`src/rtl/shift_sequencer.sv`:
```
// shift_sequencer: 0-31 bit logical shifts in <=7-bit passes through an 8-bit barrel shifter; SHIFT_SEQ_ROTATE_EN adds rotate
module barrel_shifter (
  input  logic [7:0] in,
  input  logic [2:0] sh,
  input  logic       dir,
  output logic [7:0] out
);
  assign out = dir ? in << sh : in >> sh;
endmodule

module shift_sequencer #(
  parameter int DATA_W  = 8,
  parameter int SHAMT_W = 5
) (
  input  logic               clk,
  input  logic               rst_n,
  input  logic               start,
  input  logic [DATA_W-1:0]  in,
  input  logic [SHAMT_W-1:0] shamt,
  input  logic               dir,
`ifdef SHIFT_SEQ_ROTATE_EN
  input  logic               rot,
`endif
  output logic               busy,
  output logic               done,
  output logic [DATA_W-1:0]  out
);
  typedef enum logic [1:0] {IDLE, SHIFT, FIN} state_t;
  state_t state_q, state_d;
  logic [DATA_W-1:0] acc_q, acc_d, out_q, out_d, sh_out, pass_out;
  logic [SHAMT_W-1:0] rem_q, rem_d, amt;
  logic dir_q, dir_d, done_q, done_d;
  logic [2:0] pass;
  assign pass = rem_q > SHAMT_W'(7) ? 3'd7 : rem_q[2:0];
  barrel_shifter u_fwd (.in(acc_q), .sh(pass), .dir(dir_q), .out(sh_out));
`ifdef SHIFT_SEQ_ROTATE_EN
  logic rot_q, rot_d;
  logic [DATA_W-1:0] sh_back;
  barrel_shifter u_back (.in(acc_q), .sh(3'd0 - pass), .dir(!dir_q), .out(sh_back));
  assign pass_out = rot_q ? sh_out | sh_back : sh_out;
  assign amt = rot ? SHAMT_W'(shamt[2:0]) : shamt;
  assign rot_d = (state_q == IDLE && start) ? rot : rot_q;
  always_ff @(posedge clk)
    rot_q <= !rst_n ? 1'b0 : rot_d;
`else
  assign pass_out = sh_out;
  assign amt = shamt;
`endif
  always_comb begin
    state_d = state_q;
    acc_d = acc_q;
    rem_d = rem_q;
    dir_d = dir_q;
    case (state_q)
      IDLE: if (start) begin
        acc_d = in;
        rem_d = amt;
        dir_d = dir;
        state_d = amt != '0 ? SHIFT : FIN;
      end
      SHIFT: begin
        acc_d = pass_out;
        rem_d = rem_q - SHAMT_W'(pass);
        state_d = rem_q <= SHAMT_W'(7) ? FIN : SHIFT;
      end
      default: state_d = IDLE;
    endcase
    done_d = state_d == FIN;
    out_d = done_d ? acc_d : out_q;
  end
  always_ff @(posedge clk) begin
    if (!rst_n) begin
      state_q <= IDLE;
      acc_q <= '0;
      rem_q <= '0;
      dir_q <= 1'b0;
      done_q <= 1'b0;
      out_q <= '0;
    end else begin
      state_q <= state_d;
      acc_q <= acc_d;
      rem_q <= rem_d;
      dir_q <= dir_d;
      done_q <= done_d;
      out_q <= out_d;
    end
  end
  assign busy = state_q != IDLE;
  assign done = done_q;
  assign out = out_q;
endmodule

```
`config.mk`:
```
export PLATFORM = sky130hd
export DESIGN_NAME = shift_sequencer
export DESIGN_NICKNAME = d
export VERILOG_FILES = /design/src/rtl/shift_sequencer.sv
export SDC_FILE = /design/constraint.sdc
export NUM_CORES = 1
export LEC_CHECK = 0
export BUFFER_PORTS_ARGS = -buffer_cell sky130_fd_sc_hd__buf_2
export CAP_MARGIN = 20
export CORE_MARGIN = 1
export CORE_UTILIZATION = 30
export DETAILED_ROUTE_END_ITERATION = 12
export SLEW_MARGIN = 20
export SYNTH_ARGS = -nofsm -noshare
export SYNTH_HDL_FRONTEND = slang
export SYNTH_HIERARCHICAL = 1
export SYNTH_SLANG_ARGS = --single-unit
```
`constraint.sdc`:
```
create_clock -name clk -period 4.2 [get_ports clk]
set_clock_uncertainty 0.1 [all_clocks]
set_input_delay 0.84 -clock clk [delete_from_list [all_inputs] [get_ports clk]]
set_output_delay 0.84 -clock clk [all_outputs]
set_load 0.02 [all_outputs]
```
==> flow_summary.toml, run 1 <==
[worst_setup_path]
required_ns = 4.26
endpoint = "out[0]"
crit_fanout = 17
r2r_slack_ns = 1.47
cp.arrival_ns = 2.80
cp-start-kind = "flop"
cp-end-kind = "flop"
startpoint = "rem_q[3]"
timing.rr.start = "rem_q[3]"
critPathKind = "flop to flop"
r2r.worst_path.cells = 8
r2r-end = "out[0]"

[floorplanning]
num_rows = 27
io_pins = 27
chipHeight_um = 78.3
die_w_um = 78.3
start_util_pct = 31.4
die-area_um2 = 6140
core_area_um2 = 5570

[cells_and_area]
mostFrequentLayoutCells = "26 x buf_2, 25 x dfxtp_1, 17 x mux2i_1"
fin_nets = 243
antenna_cells = 0
multi_input_area_um2 = 1100
fillCellCount = 588
regArea_um2 = 500
drive_above_1_share_pct = 19.6
synthToLayoutAreaGrowth_pct = 9.52
layout_commonest_cell = "buf_2"
fin_util_pct = 34.3

[timing]
slew_headroom_pct = 55.1
setup_tns_ns = 0
hold_viol = 0
rsz0062_at_grt = "no"
max_freq_mhz = 366
tightest_slew_ns = 0.674
period_needed_ns = 2.73
finalSetupViolCount = 0
slew_viol_final = 0
period_share_pct = 65.1

[clocking]
cts_buffer_depth = 2
clkTransAtPathRegs_ns = 0.09
hold_buffers = 0
clk_latency_ns = 0.27
cts_sinks = 25
htree_num_levels = 1
tritoncts = "yes"
cts_resized = 0
post-cts-setup-buffers = 0
cts-root-buf = "clkbuf_8"
numCtsBuffers = 3

[routing]
drtPass1Iterations = 4
drtIter0Drc = 78
postRouteAntennaNets = 0
vias_per_cell = 5.44
wire_per_inst_um = 14.0
vias = 1611
drc_errors = 0
routed_wl_mm = 4.16

[synth]
yosysSeqAreaShare_pct = 28.6
ys.flop_type = "dfxtp_1"
syn_avg_cell_area_um2 = 8.28
ys_seq_elements = 25
yosys_warnings = 6
synth_top_area_share_pct = 28.6
synthArstFlopShare_pct = 0
ys_types = 49
netlist_area_um2 = 1750
netlist_instances = 211
synth_edf_count = 0
synth_area_leaders = "dfxtp_1 29%, mux2i_1 9.7%, nor2b_1 4.7%"
syn_nets = 229
synth_top_cell_by_area = "dfxtp_1"

[power_and_ir_drop]
vdd_ir_drop_max_mv = 0.163
p_per_area_nw_per_um2 = 368
cellLeakagePower_nw = 0.764

[global_route]
grt_pass1_wl_mm = 6.95
grt_usage_pct = 14.1
grt.overflow.total = 0
grt_pass1_vias = 1491
grt_start_max_net_pins = 26
antenna_found_initial = 0

[hold_path]
min_from = "out[6]"
min_path_type = "flop to flop"

[placed_design]
gp_congestion = 0.882
port_buffers = 26
place_hpwl_mm = 3.01

[outcome]
outcome = "completed"

[flow_run]
drv_cap = 0
==> worst max-delay path: stages, from the launching register on <==
cell and delay [ns]:
dfxtp_1 0.46, or3_1 0.59, mux2i_1 0.37, nor2_1 0.09, and3_1 0.21, a211o_1 0.26, o221ai_1 0.24, mux2i_1 0.11
and2_1 0.18
==> synth_stat cells (7+ instances only) <==
cell,number
a21oi_1,8
and2_1,11
clkbuf_1,8
dfxtp_1,25
inv_1,12
mux2i_1,17
nand2_1,11
nand2b_1,7
nand3_1,7
nor2_1,14
nor2b_1,13
o21ai_0,8
o221ai_1,8
or4b_2,8
==> cells by family after synthesis <==
| family | Yosys count | synth area share, % |
|---|---|---|
| compound gates | 50 | 22.3 |
| mux | 18 | 10.6 |
| simple gates | 88 | 29.6 |
| buf+inv | 29 | 8.23 |
| flops | 25 | 28.6 |
| fa+ha+maj | 1 | 0.716 |
==> layout make-up <==
class | count | share of cell area [%]
multi-input combinational | 157 | 57.6
sequential | 25 | 26.1
timing repair buffer | 26 | 6.80
tap | 72 | 4.71
clock buffer | 4 | 2.35
inverter | 12 | 2.35
==> how the worst min path moves through the flow <==
| stage | to | slack (ns) | cells past startpoint |
|---|---|---|---|
| 2_1_floorplan | dir_q | 0.38 | 2 |
| 3_3_place_gp | out[6] | 0.40 | 2 |
| 4_1_cts | out[6] | 0.44 | 2 |
| 5_1_grt | out[6] | 0.45 | 2 |
| 3_5_place_dp | out[6] | 0.41 | 2 |
| 6_report | out[6] | 0.43 | 2 |
==> per-layer routing <==
layer	part of all wire (%)	track usage [%]	routed length, um
met5	0	0	0
met4	1.3	5.56	52
met3	3.3	1.86	137
met2	44	21.6	1840
met1	51	19.8	2130
==> flip-flops by register name (all words and copies together) (netlist names) <==
name / flops
state_q: 2
done: 1
out: 8
dir_q: 1
acc_q: 8
rem_q: 5
==> through the flow <==
stage / hold WS [ns] / std cells / cell area [um2] / setup WS [ns] / power, mW
floorplan: 0.380 / 211 / 1750 / 1.86 / 0.516
global placement: 0.400 / 292 / 1870 / 1.47 / 0.565
detailed placement: 0.412 / 292 / 1870 / 1.42 / 0.564
CTS: 0.438 / 296 / 1910 / 1.50 / 0.707
global route: 0.449 / 296 / 1910 / 1.28 / 0.749
finish: 0.426 / 296 / 1910 / 1.47 / 0.704
==> power by group <==
| group | switching, mW | internal [mW] |
|---|---|---|
| logic | 0.153 | 0.115 |
| registers | 0.0319 | 0.261 |
| clock network | 0.0742 | 0.0679 |
| total | 0.259 | 0.444 |
No activity file was read; power rests on OpenSTA's default activity.
==> inputs of run 2 (changes only) <==
Clock period 4.2 ns to 2.5 ns, I/O delays scaled along.
==> flow_summary.toml, run 2 (synthesized netlist as in run 1, its figures left out) <==
[placed_design]
place_area_um2 = 2000
port_buffers = 26
place_hpwl_mm = 3.29
place_inst = 308
pre_cts_slack_ns = 0.0175
gp_congestion = 0.927

[clocking]
htree_num_levels = 1
numCtsBuffers = 3
tritoncts = "yes"
clk_latency_ns = 0.27
post-cts-setup-buffers = 0
cts_buffer_depth = 2
cts_sinks = 25
cts-root-buf = "clkbuf_8"
clkTransAtPathRegs_ns = 0.09

[outcome]
outcome = "completed"

[worst_setup_path]
cp-end-kind = "flop"
required_ns = 2.61
critPathKind = "flop to flop"
crit_chain = "buf_4 > or3_1 > buf_12 > nand2b_1 > o32ai_1 > a211o_1 > o221ai_1 > mux2i_1 > and2_1"
crit_fanout = 19
cp_slowest_stage_delay_ns = 0.44
crit_family = "simple AND/OR/NAND/NOR gates"
cp.arrival_ns = 2.48
worstSetupPathDepth = 9
cp-start-kind = "flop"
cpMaxStageDelayCell = "or3_1"
crit_buf_inv = 2
r2r.worst_path.cells = 9

[hold_path]
min_path_cells = 3
min_path_type = "input port to flop"

[floorplanning]
core_area_um2 = 5570
die_w_um = 78.3
die-area_um2 = 6140
start_util_pct = 31.4
io_pins = 27
num_rows = 27
chipHeight_um = 78.3

[timing]
hold_viol = 0
tightest_slew_ns = 0.531
max_freq_mhz = 424
holdWs_ns = 0.394
setup_tns_ns = 0
rsz0062_at_grt = "no"
period_needed_ns = 2.36
period_share_pct = 94.4
finalSetupViolCount = 0
slew_viol_final = 0
setup_slack_ns = 0.139
slew_headroom_pct = 64.6

[global_route]
grt_usage_pct = 14.9
grt_pass1_wl_mm = 7.30
grt_start_max_net_pins = 26
grt.overflow.total = 0
antenna_found_initial = 0
grt_pass1_vias = 1514

[cells_and_area]
layout_commonest_cell = "buf_2"
antenna_cells = 0
stdcell_count = 312
fin_nets = 259
mostFrequentLayoutCells = "26 x buf_2, 25 x dfxtp_1, 17 x mux2i_1"
fin_area_um2 = 2060
synthToLayoutAreaGrowth_pct = 17.8
drive_above_1_share_pct = 26.7

[routing]
postRouteAntennaNets = 0
routed_wl_mm = 4.32
drtIter0Drc = 66
drtPass1Iterations = 5
vias_per_cell = 5.38
vias = 1680
wire_per_inst_um = 13.9
drc_errors = 0

[power_and_ir_drop]
cellLeakagePower_nw = 0.852
vdd_ir_drop_max_mv = 0.326
p_per_area_nw_per_um2 = 609

[flow_run]
drv_cap = 0
run 2: worst paths after layout:
path / from / end / slack [ns]
setup reg to reg: rem_q[3] / out[0] / 0.14
setup / recovery: rem_q[3] / out[0] / 0.14
hold / removal: dir / dir_q / 0.39
hold reg to reg: out[6] / out[6] / 0.43
run 2: final cells by class:
class                      instances  area, um2
timing repair buffer              42        263
multi-input combinational        157       1110
clock buffer                       3       41.3
tap                               72       90.1
inverter                          12       45.0
clock inverter                     1       5.00
sequential                        25        500
fill                             577       3510
run 2: layer usage:
| metal | vias to the layer above | GRT usage, % | share of wire, % |
|---|---|---|---|
| li1 | 827 | - | - |
| met1 | 812 | 20.6 | 51 |
| met2 | 37 | 23.9 | 45 |
| met3 | 4 | 1.40 | 2.5 |
| met4 | 0 | 5.00 | 1.3 |
| met5 | - | 0 | 0 |
run 2: timing repair:
item	4_1_cts	5_1_grt
hold buffers	0	0
setup endpoints to repair	0	5
gates resized for setup	0	3
run 2: worst min-delay path, delay by kind of cell:
kind                   cells  cell delay [ns]
AND/OR/NAND/NOR            1             0.10
multiplexers               1             0.05
buffers and inverters      1             0.08
run 2: where the power goes:
part           leakage, nW  internal [mW]  switching [mW]
registers            0.206          0.438          0.0370
logic                0.621          0.248           0.290
clock network       0.0255          0.111           0.130
run 2: per-stage QoR:
stage,utilization (%),power [mW]
floorplan,-,0.868
global placement,35.9,1.02
detailed placement,35.9,1.01
CTS,36.7,1.25
global route,36.9,1.34
finish,36.9,1.25
==> inputs of run 3 (changes only) <==
Settings changed: CORE_ASPECT_RATIO set to 0.7, CORE_MARGIN 1 to 2.
==> flow_summary.toml, run 3 (synthesized netlist as in run 1, its figures left out) <==
[outcome]
outcome = "completed"

[placed_design]
gp_congestion = 0.963
pre_cts_slack_ns = 0.0624
place_hpwl_mm = 3.36
port_buffers = 26

[timing]
slew_headroom_pct = 58.8
tightest_slew_ns = 0.616
period_needed_ns = 2.39
setup_slack_ns = 0.110
max_freq_mhz = 418
rsz0062_at_grt = "yes"
hold_viol = 0
period_share_pct = 95.6
finalSetupViolCount = 0
slew_viol_final = 0

[power_and_ir_drop]
vdd_ir_drop_max_mv = 0.352
p_per_area_nw_per_um2 = 629
cellLeakagePower_nw = 0.838

[routing]
drc_errors = 0
wire_per_inst_um = 14.7
drtPass1Iterations = 4
drtIter0Drc = 211
vias_per_cell = 5.29
vias = 1657
postRouteAntennaNets = 0
routed_wl_mm = 4.61

[clocking]
cts-root-buf = "clkbuf_8"
clk_latency_ns = 0.28
tritoncts = "yes"
numCtsBuffers = 3
clkTransAtPathRegs_ns = 0.10
htree_num_levels = 1
cts_buffer_depth = 2
hold_buffers = 0
post-cts-setup-buffers = 0
cts_resized = 0
cts_sinks = 25

[cells_and_area]
synthToLayoutAreaGrowth_pct = 16.9
fin_nets = 257
layout_commonest_cell = "buf_2"
drive_above_1_share_pct = 26.5
antenna_cells = 0
mostFrequentLayoutCells = "26 x buf_2, 25 x dfxtp_1, 17 x mux2i_1"
fin_util_pct = 36.0

[floorplanning]
die_w_um = 95.2
die-area_um2 = 6460
io_pins = 27
num_rows = 23
core_area_um2 = 5670
chipHeight_um = 67.9
start_util_pct = 30.8

[worst_setup_path]
cp.arrival_ns = 2.47
required_ns = 2.58
critPathKind = "flop to flop"
crit_fanout = 10
cp-start-kind = "flop"
cp-end-kind = "flop"

[global_route]
grt.overflow.total = 0
grt_pass1_wl_mm = 7.47
grt_pass1_vias = 1480
grt_usage_pct = 14.6
antenna_found_initial = 0
grt_start_max_net_pins = 26

[flow_run]
drv_cap = 0

[hold_path]
min_path_type = "input port to flop"
[run 3: critical path: stages (launching register included)]
cell and delay, ns:
dfxtp_1 0.33, or3_4 0.44, buf_4 0.20, mux2i_1 0.16, nor2b_1 0.12, a222oi_1 0.29
o21ai_1 0.11, o221ai_1 0.28, mux2i_1 0.11, and2_1 0.16
[run 3: power by group]
part | internal, mW | switching, mW
combinational | 0.241 | 0.293
sequential | 0.438 | 0.0460
clock | 0.117 | 0.150
total | 0.797 | 0.490
[run 3: per-stage QoR]
step | instance area [um2] | power [mW] | TNS, ns | hold WS, ns | std cells
after global routing | 2040 | 1.37 | -0.0533 | 0.381 | 313
after global placement | 1980 | 1.00 | 0 | 0.396 | 309
final | 2040 | 1.29 | 0 | 0.368 | 313
after detailed placement | 1980 | 1.01 | 0 | 0.406 | 309
after floorplan | 1750 | 0.868 | 0 | 0.380 | 211
after CTS | 2030 | 1.27 | 0 | 0.367 | 313
[run 3: worst paths after layout]
kind                 start      to  slack (ns)  depth (start not counted)
setup reg to reg  rem_q[0]  out[5]        0.11                          9
hold / removal         dir   dir_q        0.37                          3
hold reg to reg     out[6]  out[6]        0.43                          2
setup / recovery  rem_q[0]  out[5]        0.11                          9
[run 3: cell type report]
class	instances	area (um2)
well taps	75	93.8
inverters	12	45.0
clock inverters	1	8.76
multi-input cells	157	1120
repair buffers	40	235
fillers	585	3630
clock buffers	3	41.3
flip-flops and latches	25	500
[run 3: routing by layer]
metal / vias to the layer above / track usage (%) / routed length (um)
li1: 827 / - / -
met1: 752 / 22.3 / 2320
met2: 70 / 20.5 / 1860
met3: 8 / 3.63 / 381
met4: 0 / 3.08 / 53
met5: - / 0 / 0
